### src/rtl/reg_file_32x32_pkg.sv
// Shared definitions for the register file and the datapath units it feeds.
// Holds the default operand width and depth, the register address type, and
// the state encoding of the array clear sequencer.
package reg_file_32x32_pkg;

    localparam int DATA_W = 32;
    localparam int DEPTH  = 32;
    localparam int ADDR_W = $clog2(DEPTH);

    typedef logic [ADDR_W-1:0] reg_addr_t;

    typedef enum logic [1:0] {
        IDLE  = 2'd0,
        CLEAR = 2'd1,
        DONE  = 2'd2
    } clr_state_t;

endpackage

### src/rtl/reg_file_clear_ctrl.sv
// Clear sequencer for the register file. On clr_req it walks every entry
// index once, asserting clr_we, then spends one extra cycle in DONE before
// handing the write port back to the writeback path.
//
// Ports:
//   clk, rst   single clock, synchronous active-high reset
//   clr_req    one-cycle pulse that starts a clear (ignored unless idle)
//   clr_we     zero-write enable for entry clr_idx
//   clr_idx    entry being cleared this cycle
//   busy       clear in progress (registered)
//   wb_ready   writeback port open (registered)
//
// state | meaning
// IDLE  | waiting for clr_req, writeback port open
// CLEAR | zeroing entry clr_idx each cycle, last entry moves to DONE
// DONE  | final cycle of busy, reopens the writeback port
module reg_file_clear_ctrl
    import reg_file_32x32_pkg::*;
#(
    parameter int N_ENTRIES = 32,
    parameter int IDX_W     = $clog2(N_ENTRIES)
) (
    input  logic             clk,
    input  logic             rst,
    input  logic             clr_req,
    output logic             clr_we,
    output logic [IDX_W-1:0] clr_idx,
    output logic             busy,
    output logic             wb_ready
);

    localparam logic [IDX_W-1:0] LAST_IDX = IDX_W'(N_ENTRIES - 1);

    clr_state_t       state, state_nxt;
    logic [IDX_W-1:0] idx_nxt;
    logic             busy_nxt;
    logic             ready_nxt;

    always_ff @(posedge clk) begin
        if (rst) begin
            state    <= IDLE;
            clr_idx  <= '0;
            busy     <= 1'b0;
            wb_ready <= 1'b0;
        end else begin
            state    <= state_nxt;
            clr_idx  <= idx_nxt;
            busy     <= busy_nxt;
            wb_ready <= ready_nxt;
        end
    end

    always_comb begin
        state_nxt = state;
        idx_nxt   = clr_idx;
        busy_nxt  = busy;
        ready_nxt = wb_ready;
        case (state)
            IDLE: begin
                // wb_ready first rises here on the edge after reset release.
                ready_nxt = 1'b1;
                if (clr_req) begin
                    state_nxt = CLEAR;
                    idx_nxt   = '0;
                    busy_nxt  = 1'b1;
                    ready_nxt = 1'b0;
                end
            end
            CLEAR: begin
                // The index stops on the last entry rather than wrapping.
                if (clr_idx == LAST_IDX) begin
                    state_nxt = DONE;
                end else begin
                    idx_nxt = clr_idx + IDX_W'(1);
                end
            end
            DONE: begin
                busy_nxt  = 1'b0;
                ready_nxt = 1'b1;
                state_nxt = IDLE;
            end
            default: begin
                state_nxt = IDLE;
            end
        endcase
    end

    assign clr_we = (state == CLEAR);

endmodule

### src/rtl/reg_file_32x32.sv
// 32 x 32-bit register file feeding the bitwise datapath units.
// Registered dual read with write-to-read bypass, a valid/ready writeback
// port, and a sequenced clear that zeroes the array without a global reset.
//
// Ports:
//   clk, rst            single clock, synchronous active-high reset
//   rd_en               capture rs1/rs2 into reg_s1/reg_s2 (ignored while busy)
//   rs1_addr, rs2_addr  read addresses
//   reg_s1, reg_s2      registered source operands
//   wb_valid, wb_ready  writeback handshake, transfer when both high
//   wb_addr, reg_d      writeback address and data
//   clr_req             pulse to start a full-array clear
//   busy                clear in progress
module reg_file_32x32 #(
    parameter int DATA_W   = 32,
    parameter int DEPTH    = 32,
    parameter int ZERO_REG = 1,
    parameter int ADDR_W   = $clog2(DEPTH)
) (
    input  logic              clk,
    input  logic              rst,
    input  logic              rd_en,
    input  logic [ADDR_W-1:0] rs1_addr,
    input  logic [ADDR_W-1:0] rs2_addr,
    output logic [DATA_W-1:0] reg_s1,
    output logic [DATA_W-1:0] reg_s2,
    input  logic              wb_valid,
    output logic              wb_ready,
    input  logic [ADDR_W-1:0] wb_addr,
    input  logic [DATA_W-1:0] reg_d,
    input  logic              clr_req,
    output logic              busy
);

    logic [DATA_W-1:0] mem [DEPTH];

    logic              clr_we;
    logic [ADDR_W-1:0] clr_idx;
    logic              wb_fire;
    logic              wr_en;
    logic [DATA_W-1:0] s1_nxt;
    logic [DATA_W-1:0] s2_nxt;

    reg_file_clear_ctrl #(
        .N_ENTRIES (DEPTH),
        .IDX_W     (ADDR_W)
    ) u_clear_ctrl (
        .clk      (clk),
        .rst      (rst),
        .clr_req  (clr_req),
        .clr_we   (clr_we),
        .clr_idx  (clr_idx),
        .busy     (busy),
        .wb_ready (wb_ready)
    );

    // A transfer to the hardwired zero register still completes the
    // handshake; only the array write is suppressed.
    assign wb_fire = wb_valid && wb_ready;
    assign wr_en   = wb_fire && !((ZERO_REG != 0) && (wb_addr == '0));

    always_comb begin
        s1_nxt = mem[rs1_addr];
        s2_nxt = mem[rs2_addr];
        if (wr_en && (wb_addr == rs1_addr)) s1_nxt = reg_d;
        if (wr_en && (wb_addr == rs2_addr)) s2_nxt = reg_d;
        if ((ZERO_REG != 0) && (rs1_addr == '0)) s1_nxt = '0;
        if ((ZERO_REG != 0) && (rs2_addr == '0)) s2_nxt = '0;
    end

    always_ff @(posedge clk) begin
        if (rst) begin
            for (int i = 0; i < DEPTH; i++) mem[i] <= '0;
            reg_s1 <= '0;
            reg_s2 <= '0;
        end else begin
            // wb_ready is low throughout CLEAR, so the two writers never collide.
            if (clr_we) begin
                mem[clr_idx] <= '0;
            end else if (wr_en) begin
                mem[wb_addr] <= reg_d;
            end
            if (rd_en && !busy) begin
                reg_s1 <= s1_nxt;
                reg_s2 <= s2_nxt;
            end
        end
    end

endmodule

### config.mk
export PLATFORM = sky130hd
export DESIGN_NAME = reg_file_32x32
export DESIGN_NICKNAME = d
export VERILOG_FILES = /design/src/rtl/reg_file_32x32_pkg.sv /design/src/rtl/reg_file_clear_ctrl.sv /design/src/rtl/reg_file_32x32.sv
export SDC_FILE = /design/constraint.sdc
export NUM_CORES = 2
export LEC_CHECK = 0
export CAP_MARGIN = 20
export CORE_MARGIN = 2
export CORE_UTILIZATION = 55
export DETAILED_ROUTE_END_ITERATION = 6
export PLACE_DENSITY = 0.7
export SLEW_MARGIN = 20
export SYNTH_ARGS = -nofsm -noshare
export SYNTH_HDL_FRONTEND = slang
export SYNTH_SLANG_ARGS = --single-unit
### constraint.sdc
create_clock -name clk -period 4.42 [get_ports clk]
set_clock_uncertainty 0.05 [all_clocks]
set_input_delay 0.884 -clock clk [delete_from_list [all_inputs] [get_ports clk]]
set_output_delay 0.884 -clock clk [all_outputs]
set_load 0.01 [all_outputs]
==> impl_metrics.csv <==
group,metric,value,unit
setup_path,crit_required,4.79,ns
drt,drt_iter0_drc,6070,
clock_network,clkTransAtPathRegs,0.06,ns
global_route,antenna_found_initial,4,
finish,drive_gt1_share,16.8,%
sta,tightest_slew,1.17,ns
floorplanning,start_util,55.2,%
pwr,p_leak,21.7,nW
finish,final_common_cell,"edfxtp_1",
clock_network,cts_resized,0,
min_path,min_path_type,"register to register",
flow_run,maxCapViolations,0,
drt,routedWlPerCell,32.8,µm
sta,finalCriticalPeriod,3.45,ns
floorplanning,core_area,99700,µm²
synthesis,avgSynthCellArea,13.1,µm²
drt,drc_errors,0,
sta,period_share,78.1,%
sta,rsz0062_at_grt,"false",
placed_design,place_congestion,0.903,
floorplanning,die-area,103000,µm²
drt,totalWireLength,186000,µm
setup_path,reg2reg_depth,6,
clock_network,holdBufCountCts,0,
drt,vias_per_cell,6.99,
global_route,grt_pass1_wl,265000,µm
setup_path,endpoint_kind,"register",
clock_network,clk_path_buf_depth,3,
clock_network,post_cts_buffers,0,
sta,setup_viol,0,
pwr,power.total,24.0,mW
placed_design,place_hpwl,116000,µm
setup_path,r2r-start,"u_clear_ctrl.state[1]",
synthesis,synthArstFlopShare,0,%
clock_network,cts_tree,"built",
sta,slew_headroom,22.1,%
synthesis,synthFlopType,"edfxtp_1",
clock_network,cts-htree-levels,3,
placed_design,portBuffers,117,
setup_path,reg2reg_to,"mem[1][2]",
finish,syn2layout_area_growth,13.6,%
pwr,ir_worst_vdd,0.327,mV
finish,nets,4312,
sta,final_hold_viol_count,0,
drt,antenna_left,0,
min_path,hold_start,"reg_s2[18]",
clock_network,worstSkewPairLatency,0.72,ns
synthesis,yosys_warnings,0,
synthesis,syn_inst,4195,
synthesis,synth.distinct_cells,66,
sta,whs,0.429,ns
finish,final_cell_mix,"edfxtp_1 (1024), nor2_1 (1003), mux2i_1 (607), a22oi_1 (315), mux4_2 (225)",
clock_network,cts_sinks,1097,
drt,first_pass_iters,6,
synthesis,synth_area,55100,µm²
pwr,powerDensity,384,nW/µm²
global_route,gr-total-overflow,0,
finish,utilization,62.7,%
floorplanning,io_pins,118,
sta,fmax,290,MHz
synthesis,synth-edff-count,1024,
floorplanning,die_h,320,µm
setup_path,cp_max_fo,32,
global_route,grt_max_degree,71,
setup_path,worst_setup_path_start_kind,"input pin",
synthesis,ys_ff_latch,1097,
synthesis,ys_seq_area_share,58.5,%
setup_path,worstPathArrival,3.82,ns
min_path,holdPathStages,2,
status,status,"finished clean",
clock_network,cts_buffers,115,
setup_path,r2r_setup_slack,1.26,ns
floorplanning,rows,116,
global_route,grt_usage,36.0,%
clock_network,ctsRootBufferMaster,"clkbuf_16",
global_route,grt_pass1_vias,38470,
floorplanning,fp.dieW,320,µm
sta,setup_tns,0,ns
drt,vias,39532,
sta,slew_violations,0,
min_path,holdPathEnd,"reg_s2[18]",
setup_path,critPathKind,"input pin to register",
worst max-delay path by stage:
stage,from,endpoint,slack [ns],cells past startpoint
after floorplan,wb_addr[2],mem[12][0],0.48,6
after global placement,wb_addr[3],mem[1][8],0.40,7
after detailed placement,wb_addr[3],mem[1][4],0.33,7
after CTS,wb_addr[3],mem[1][2],1.06,7
after global routing,wb_addr[3],mem[1][2],0.87,7
final,wb_addr[3],mem[29][17],0.97,8
synthesized netlist by cell type (all sizes together) (31+ instances only):
library cell  instances  area [µm²]
edfxtp             1024       30700
nor2               1003        3760
mux2i               607        6080
a22oi               315        2360
clkbuf              241         905
mux4                225        5070
buf                 195        1080
dfxtp                73        1460
nand3                66         418
o22ai                63         394
nand2                46         173
nand2b               40         250
nor4                 36         225
o21ai                36         180
o211ai               33         262
a221o                32         320
nand4                32         200
a311o                31         310
power by group:
group          internal, mW  total, mW  switching [mW]
logic                 0.996       2.46            1.46
registers              11.7       11.9           0.210
clock network          5.49       9.62            4.14
total                  18.2       24.0            5.81
stage by stage:
stage | std cells | cell area [µm²] | setup slack [ns]
after global placement | 5439 | 58800 | 0.404
after floorplan | 4226 | 55200 | 0.475
final | 5657 | 62500 | 0.970
after CTS | 5656 | 62500 | 1.06
after detailed placement | 5439 | 58800 | 0.329
after global routing | 5656 | 62500 | 0.874
critical path, cell delays in order:
cell and delay [ns]:
clkdlybuf4s50_1 0.59, or4_4 0.52, o211ai_4 0.44, mux2i_1 0.21, buf_4 0.23, nand3_2 0.10
buf_4 0.66, nor2_1 0.12
flip-flops by register name, summed over array words and instances (netlist names):
| signal | count |
|---|---|
| u_clear_ctrl.busy | 1 |
| u_clear_ctrl.state | 2 |
| reg_s1 | 32 |
| u_clear_ctrl.clr_idx | 5 |
| reg_s2 | 32 |
| mem | 1024 |
| u_clear_ctrl.wb_ready | 1 |
logic make-up (layout without fill, tap and decap cells):
group                      after synthesis  after routing  share of synthesized area (%)
and+or+nand+nor                       1262           1262                           9.71
adders and majority gates                2              2                         0.0454
xor gates and xnor gates                12             12                          0.191
other                                    1             33                        0.00681
buffers and inverters                  443            575                           3.66
AOI/OAI and AO/OA                      542            542                           7.55
muxes                                  836            836                           20.3
DFF                                   1097           1097                           58.5
per-layer routing:
metal  global-route usage [%]  vias to the layer above  wire (µm)
met5                        0                        -         41
met4                     16.1                        6       9200
met3                     9.74                      548      25500
met2                     55.1                     3033      84200
met1                     48.6                    19807      66700
li1                         -                    16138          -
final cells by class:
type	count	area, µm²
Fill cell	7471	37200
Sequential cell	1097	32200
Multi-Input combinational cell	2686	21400
Timing Repair Buffer	351	3620
Clock buffer	166	3200
Tap cell	1298	1620
Clock inverter	51	480
Inverter	7	26.3
Antenna cell	1	2.50
No activity file was read; power rests on OpenSTA's default activity.
